`src/rtl/xadc_drp_scheduler.sv`:
```
// XADC DRP read sequencer for a two-axis joystick: alternates X/Y reads on eoc,
// watchdogs the drdy handshake and publishes raw samples plus deadband directions.
module xadc_drp_scheduler #(
  parameter logic [6:0] X_ADDR   = 7'h16,
  parameter logic [6:0] Y_ADDR   = 7'h17,
  parameter int         TIMEOUT  = 255,
  parameter logic [3:0] HI_TH    = 4'd12,
  parameter logic [3:0] LO_TH    = 4'd3,
  parameter bit         INVERT_Y = 1'b1
) (
  input  logic        CLK100MHZ,
  input  logic        reset,
  input  logic        i_eoc,
  input  logic        i_hold,
  output logic        o_den,
  output logic [6:0]  o_daddr,
  input  logic        i_drdy,
  input  logic [15:0] i_do,
  output logic [11:0] o_x_raw,
  output logic [11:0] o_y_raw,
  output logic [1:0]  o_x_dir,
  output logic [1:0]  o_y_dir,
  output logic        o_sample_valid,
  output logic        o_timeout,
  output logic [7:0]  o_err_cnt
);

  typedef enum logic [1:0] {IDLE, REQ, WAIT} state_t;

  localparam logic [7:0] TO_LIM = 8'(TIMEOUT);

  state_t      state_q;
  logic        ch_q;          // 0 = X channel, 1 = Y channel
  logic [7:0]  wd_q;
  logic [7:0]  wd_d;
  logic        den_q;
  logic [6:0]  daddr_q;
  logic [11:0] x_raw_q;
  logic [11:0] y_raw_q;
  logic [1:0]  x_dir_q;
  logic [1:0]  y_dir_q;
  logic [1:0]  dir_d;
  logic        sv_q;
  logic        tmo_q;
  logic [7:0]  err_q;
  logic        unused_do_lsbs;

  // Upper nibble against thresholds; swap maps positive<->negative.
  function automatic logic [1:0] decode_dir(input logic [3:0] u, input logic swap);
    logic [1:0] d;
    if (u >= HI_TH)      d = 2'd1;
    else if (u <= LO_TH) d = 2'd2;
    else                 d = 2'd0;
    if (swap && d != 2'd0) d = ~d;
    return d;
  endfunction

  assign unused_do_lsbs = ^i_do[3:0];

  always_comb begin
    wd_d  = wd_q + 8'd1;
    dir_d = decode_dir(i_do[15:12], ch_q & INVERT_Y);
  end

  always_ff @(posedge CLK100MHZ) begin
    if (reset) begin
      state_q <= IDLE;
      ch_q    <= 1'b0;
      wd_q    <= 8'd0;
      den_q   <= 1'b0;
      daddr_q <= X_ADDR;
      x_raw_q <= 12'd0;
      y_raw_q <= 12'd0;
      x_dir_q <= 2'd0;
      y_dir_q <= 2'd0;
      sv_q    <= 1'b0;
      tmo_q   <= 1'b0;
      err_q   <= 8'd0;
    end else begin
      den_q <= 1'b0;
      sv_q  <= 1'b0;
      tmo_q <= 1'b0;
      case (state_q)
        IDLE: begin
          if (i_eoc && !i_hold) begin
            state_q <= REQ;
            den_q   <= 1'b1;
            daddr_q <= ch_q ? Y_ADDR : X_ADDR;
          end
        end
        REQ: begin
          wd_q    <= 8'd0;
          state_q <= WAIT;
        end
        WAIT: begin
          // drdy takes priority over a watchdog expiry on the same edge
          if (i_drdy) begin
            if (ch_q) begin
              y_raw_q <= i_do[15:4];
              y_dir_q <= dir_d;
              sv_q    <= 1'b1;
            end else begin
              x_raw_q <= i_do[15:4];
              x_dir_q <= dir_d;
            end
            ch_q    <= ~ch_q;
            state_q <= IDLE;
          end else if (wd_d == TO_LIM) begin
            tmo_q   <= 1'b1;
            if (err_q != 8'hFF) err_q <= err_q + 8'd1;
            state_q <= IDLE;
          end else begin
            wd_q <= wd_d;
          end
        end
        default: state_q <= IDLE;
      endcase
    end
  end

  assign o_den          = den_q;
  assign o_daddr        = daddr_q;
  assign o_x_raw        = x_raw_q;
  assign o_y_raw        = y_raw_q;
  assign o_x_dir        = x_dir_q;
  assign o_y_dir        = y_dir_q;
  assign o_sample_valid = sv_q;
  assign o_timeout      = tmo_q;
  assign o_err_cnt      = err_q;

endmodule

```
`config.mk`:
```
export PLATFORM = sky130hd
export DESIGN_NAME = xadc_drp_scheduler
export DESIGN_NICKNAME = d
export VERILOG_FILES = /design/src/rtl/xadc_drp_scheduler.sv
export SDC_FILE = /design/constraint.sdc
export NUM_CORES = 1
export LEC_CHECK = 0
export BUFFER_PORTS_ARGS = -buffer_cell sky130_fd_sc_hd__buf_4
export CAP_MARGIN = 0
export CORE_ASPECT_RATIO = 1.4
export CORE_MARGIN = 5
export CORE_UTILIZATION = 32
export CTS_CLUSTER_DIAMETER = 150
export DETAILED_ROUTE_END_ITERATION = 8
export SYNTH_ARGS = -nofsm -noshare
export SYNTH_HDL_FRONTEND = slang
export SYNTH_SLANG_ARGS = --single-unit
```
`constraint.sdc`:
```
create_clock -name CLK100MHZ -period 6.6 [get_ports CLK100MHZ]
set_input_delay 0.33 -clock CLK100MHZ [delete_from_list [all_inputs] [get_ports CLK100MHZ]]
set_output_delay 0.33 -clock CLK100MHZ [all_outputs]
set_load 0.005 [all_outputs]
```
==> results.md, run 1 <==
- Tmin final: about 2600 ps
- Layout cells sized above 1: 0.232
- Pwr/cell area: roughly 200 nW/um2
- Post-synth EDFFs: 0
- Yosys reg bits: 51
- Non-Filler Instances: 427
- DP Cell Count: approximately 420
- Setup ws final: ~4000 ps
- Post-synth cell types: 45
- H-tree depth: 2
- Hold Path Class: primary input to register
- CTS tree: yes
- Post-route ant nets: 0
- Bufs on Longest Clock Path: 2
- Via count: between 2k and 2.5k
- CP Data Required Time: 6800 ps
- Port bufs: 56
- PostCTS Resize Cnt: 0
- Fin crit share: 0.392
- Design area: ~2900 um2
- Hold-critical path depth: 3
- Core Footprint: between 6000 and 7000 um2
- DR WL/cell: between 10 and 15 um
- Row count: 36
- # hold bufs at CTS: 0
- Pleak: about 1.1 nW
- Hpwl dp: roughly 3.7 mm
- Die W: 81.7 um
- Worst hold slack: 268 ps
- Fraction of registers with async set/reset: 0
- Clk_skew: just over 9 ps
- Syn Inst Count: around 290
- Number of diodes: 0
- Antenna violations before repair: 0
- Die Ht: between 100 and 150 um
- DRC: 0
- Status: finished clean
- Number of global-route vias before repair: 2022
- FF-to-FF path depth: 7
- Slew headroom: 0.282
- First-pass GRT wire length: ~9.0 mm
- Post-DP Area: between 2000 and 3000 um2
- Worst setup SP type: register
- Least-Margin Pin Slew: around 1100 ps
- Num ports: 67
- Initial Utilization: 0.330
- Fmax: around 390 MHz
- Critical path class: register to register
- CP Data Arrival Time: approximately 2800 ps
- Clk slew on worst S/H paths: ~100 ps
- DR iter-0 viols: between 100 and 150
- Setup repair bufs after CTS: 0
- Max-slew violations: 0
- Mapped Area: 2300 um2
- Ys Warns: 0
- Unrepaired setup endpoints after global routing: false
- Clock buffers created by TritonCTS: 5
- Peak VDD IR: between 100 and 150 uV
- Root Buffer: clkbuf_8
- Final Wtd Congestion: between 0.7 and 0.8
- TritonRoute pass-1 iters: 4
- Setup TNS after final layout: 0 ps
- Seq/Total Area, Yosys: 0.443
- Clk Latency, worst-skew pair: about 300 ps
- Max FO, Critical Path: 10
- Syn_area_per_cell: 8.09 um2
- Synth-to-layout area growth: 24.2%
- Drt total wl: 5.27 mm
- Net count, final: 357
- Fin. Hold Viols: 0
- CTS Sinks: 51
- Die ar.: 9020 um2
- Post-synth top flop: dfxtp_1
- Global route overflow: 0
- Critical path capture point type: register
- Global router's overall resource usage: 0.122
- Dpl ws: about 4000 ps
- Maximum number of pins on one net before global-route repair: 60
- Max_cap viols: 0
- Final setup vio count: 0
- DR vias/cell: approximately 4.7
==> synth_stat cells, types with 2 or more instances <==
library cell	n	area share
nand2_1	65	0.11
dfxtp_1	51	0.44
a21oi_1	34	0.074
nor2_1	25	0.041
clkbuf_1	12	0.020
nand3_1	12	0.026
nor2b_1	10	0.027
buf_4	8	0.026
inv_1	6	0.0098
ha_1	5	0.027
mux2_2	5	0.024
nor3_1	5	0.011
o21ai_0	4	0.0087
mux2i_1	3	0.013
nand3b_1	3	0.0098
a22o_1	2	0.0076
conb_1	2	0.0033
nand2b_1	2	0.0054
or3_1	2	0.0054
or4_1	2	0.0065
xnor2_1	2	0.0076
xor2_1	2	0.0076
==> power breakdown <==
group	internal (mW)	switching (mW)
logic	0.0133	0.0162
clock network	0.125	0.108
registers	0.310	0.00210
total	0.448	0.126
==> worst paths after layout <==
path / slack [ps] / startpoint / to
max reg2reg: 4010 / wd_q[1] / o_err_cnt[7]
min: 270 / i_do[13] / o_x_raw[9]
max: 4010 / wd_q[1] / o_err_cnt[7]
min reg2reg: 460 / o_x_raw[8] / o_x_raw[8]
==> critical path, stage by stage (launching register included) <==
cell and delay (ps):
dfxtp_1 440, ha_1 300, nand3_1 160, xor2_1 180, nor3_1 480, nand4_4 270
nor4_1 320, mux2_1 340
==> sequential cells by signal (all words and copies together), names as in the netlist <==
| name | cells |
|---|---|
| ch_q | 1 |
| o_daddr | 1 |
| o_den | 1 |
| o_err_cnt | 8 |
| o_sample_valid | 1 |
| o_timeout | 1 |
| o_x_dir | 2 |
| o_x_raw | 12 |
| o_y_dir | 2 |
| o_y_raw | 12 |
| state_q | 2 |
| wd_q | 8 |
==> kinds of logic after synthesis <==
logic type / after synthesis / share of synthesized area
muxes: 9 / 0.0423
other: 2 / 0.00326
adders and majority gates: 5 / 0.0271
xor gates and xnor gates: 4 / 0.0152
buffers and inverters: 27 / 0.0613
and+or+nand+nor: 139 / 0.287
DFF: 51 / 0.443
AOI/OAI and AO/OA: 48 / 0.121
==> stage by stage <==
step / util / power, mW
after floorplan: - / 0.337
after global placement: 0.392 / 0.349
after detailed placement: 0.392 / 0.349
after CTS: 0.410 / 0.582
after global routing: 0.410 / 0.598
final: 0.410 / 0.574
==> cells in the final DEF, fill, tap and decap left out, types with 3 or more instances in the layout <==
cell      netlist  routed
nor3_1          5       5
nor2_1         25      25
dfxtp_1        51      51
inv_1           6       6
nor2b_1        10      10
nand3b_1        3       3
conb_1          2       6
nand2_1        65      65
mux2_2          5       5
o21ai_0         4       4
clkbuf_8        1       6
nand3_1        12      12
a21oi_1        34      34
buf_4           8      56
mux2i_1         3       3
ha_1            5       5
==> cell type report <==
class | count | area, um2
multi-input cells | 211 | 1160
clock buffers | 6 | 82.6
well taps | 95 | 119
flip-flops and latches | 51 | 1020
fillers | 709 | 4120
clock inverters | 2 | 38.8
inverters | 6 | 22.5
repair buffers | 56 | 420
==> layer usage <==
metal  global-route usage  routed length [um]
met5                    0                   0
met2                0.215                2610
met3               0.0391                 362
met1                0.137                2230
met4               0.0333                  64
Note: power is estimated with default switching activity, not from simulation.
==> run 2, diff against run 1 <==
clock period = 2.15 ns   (was 6.6 ns; I/O delays follow)
==> results.md, run 2 (synthesized netlist as in run 1, its figures left out) <==
- Critical path class: register to register (unchanged)
- Fillers: 715 (was 709)
- TritonRoute pass-1 iters: 4 (unchanged)
- Net count, final: 377 (was 357)
- Antenna violations before repair: 0 (unchanged)
- Status: finished clean (unchanged)
- CTS tree: yes (unchanged)
- Worst hold start: i_do[5] (was i_do[13])
- CP Data Required Time: 2400 ps (was 6800 ps)
- Fmax: 486 MHz (was 386 MHz)
- Post-DP Area: 2880 um2 (was 2740 um2)
- Row count: 36 (unchanged)
- Most frequent cells in the layout: buf_4, nand2_1, dfxtp_1, a21oi_1, nor2_1 (was nand2_1, buf_4, dfxtp_1, a21oi_1, nor2_1)
- DR WL/cell: 12.4 um (was 12.3 um)
- Max FO, Critical Path: 7 (was 10)
- R2r setup slk: 90 ps (was 4010 ps)
- CTS Sinks: 51 (unchanged)
- Fin. Hold Viols: 0 (unchanged)
- Via count: 2069 (was 2006)
- Num ports: 67 (unchanged)
- Hpwl dp: 4.09 mm (was 3.74 mm)
- Tmin final: 2060 ps (was 2590 ps)
- DR vias/cell: 4.63 (was 4.70)
- Post-route ant nets: 0 (unchanged)
- Root Buffer: clkbuf_8 (unchanged)
- Maximum number of pins on one net before global-route repair: 60 (unchanged)
- CP Data Arrival Time: 2310 ps (was 2790 ps)
- Die Ht: 110 um (unchanged)
- Least-Margin Pin Slew: 611 ps (was 1070 ps)
- Worst r2r src: wd_q[0] (was wd_q[1])
- Clk_skew: 4.75 ps (was 9.34 ps)
- Unrepaired setup endpoints after global routing: true (was false)
- Power Total: 1.76 mW (was 0.574 mW)
- Fin crit share: 0.956 (was 0.392)
- Bufs on Longest Clock Path: 2 (unchanged)
- Final core utilization: 0.437 (was 0.410)
- Pwr/cell area: 578 nW/um2 (was 201 nW/um2)
- Global router's overall resource usage: 0.125 (was 0.122)
- Drt total wl: 5.56 mm (was 5.27 mm)
- DR iter-0 viols: 80 (was 111)
- Number of diodes: 0 (unchanged)
- Die ar.: 9020 um2 (unchanged)
- H-tree depth: 2 (unchanged)
- FF-to-FF path depth: 9 (was 7)
- Layout cells sized above 1: 0.295 (was 0.232)
- Design area: 3050 um2 (was 2860 um2)
- First-pass GRT wire length: 9.09 mm (was 9.00 mm)
- Synth-to-layout area growth: 32.4% (was 24.2%)
- CP startpoint: wd_q[0] (was wd_q[1])
- Clock buffers created by TritonCTS: 5 (unchanged)
- Reg2Reg Capture Point: o_err_cnt[4] (was o_err_cnt[7])
- Die W: 81.7 um (unchanged)
- Core Footprint: 6980 um2 (unchanged)
- Pleak: 1.24 nW (was 1.14 nW)
- Slew headroom: 0.593 (was 0.282)
- Hold Path Class: primary input to register (unchanged)
- Max-slew violations: 0 (unchanged)
- Final setup vio count: 0 (unchanged)
- DRC: 0 (unchanged)
- Worst setup SP type: register (unchanged)
- Initial Utilization: 0.330 (unchanged)
- Peak VDD IR: 497 uV (was 133 uV)
- Global route overflow: 0 (unchanged)
- Port bufs: 56 (unchanged)
- Most common cell after layout, fill and taps aside: buf_4 (was nand2_1)
- Hold-critical path depth: 3 (unchanged)
- Number of global-route vias before repair: 1988 (was 2022)
- Final Wtd Congestion: 0.797 (was 0.779)
- Max_cap viols: 0 (unchanged)
- Critical path capture point type: register (unchanged)
- Clk Latency, worst-skew pair: 300 ps (about the same)
- Hold Path Sink: o_y_raw[1] (was o_x_raw[9])
- Clk slew on worst S/H paths: 100 ps (about the same)
run 2: layer usage:
| metal | routed length (um) | track usage | up-vias |
|---|---|---|---|
| li1 | - | - | 1066 |
| met1 | 2320 | 0.144 | 945 |
| met2 | 2830 | 0.219 | 53 |
| met3 | 357 | 0.0423 | 5 |
| met4 | 55 | 0.0266 | 0 |
| met5 | 0 | 0 | - |
run 2: worst max-delay path by stage:
stage | to | cells past startpoint
after floorplan | o_err_cnt[7] | 7
after global routing | o_err_cnt[4] | 9
after detailed placement | o_err_cnt[7] | 7
final | o_err_cnt[4] | 9
after global placement | o_err_cnt[7] | 7
after CTS | o_err_cnt[7] | 7
run 2: final cells by class:
class,instances,area [um2],area share
Clock inverter,2,38.8,0.0127
Inverter,6,22.5,0.00738
Clock buffer,6,82.6,0.0271
Sequential cell,51,1030,0.337
Multi-Input combinational cell,211,1190,0.390
Timing Repair Buffer,76,571,0.187
Tap cell,95,119,0.0390
run 2: critical path: stages (launching register included):
cell      delay (ps)
dfxtp_4          370
buf_4            140
inv_1             90
ha_1             150
o311ai_1         120
nor3_2           240
nand4_4          180
buf_4            180
or4_1            460
nand2_1           80
run 2: power breakdown:
part / total, mW / switching [mW] / internal [mW] / leakage (nW)
registers: 0.956 / 0.00570 / 0.950 / 0.414
clock network: 0.713 / 0.329 / 0.383 / 0.0618
logic: 0.0961 / 0.0521 / 0.0441 / 0.765
total: 1.76 / 0.387 / 1.38 / 1.24
run 2: through the flow:
stage / setup TNS (ps) / setup slack (ps) / hold WS, ps / instances
final: 0 / 93.5 / 50.9 / 447
after floorplan: 0 / 6.09 / 243 / 289
after global routing: -11.4 / -6.64 / 28.5 / 447
after CTS: 0 / 16.5 / 38.9 / 446
after detailed placement: -122 / -67.3 / 374 / 436
after global placement: 0 / 19.4 / 369 / 436
run 2: what timing repair did:
action / 4_1_cts / 5_1_grt
hold buffers: 0 / 0
gates cloned: 0 / 0
gates resized for setup: 3 / 6
buffers inserted: 2 / 1
pin swaps: 3 / 3
setup endpoints to repair: 3 / 6
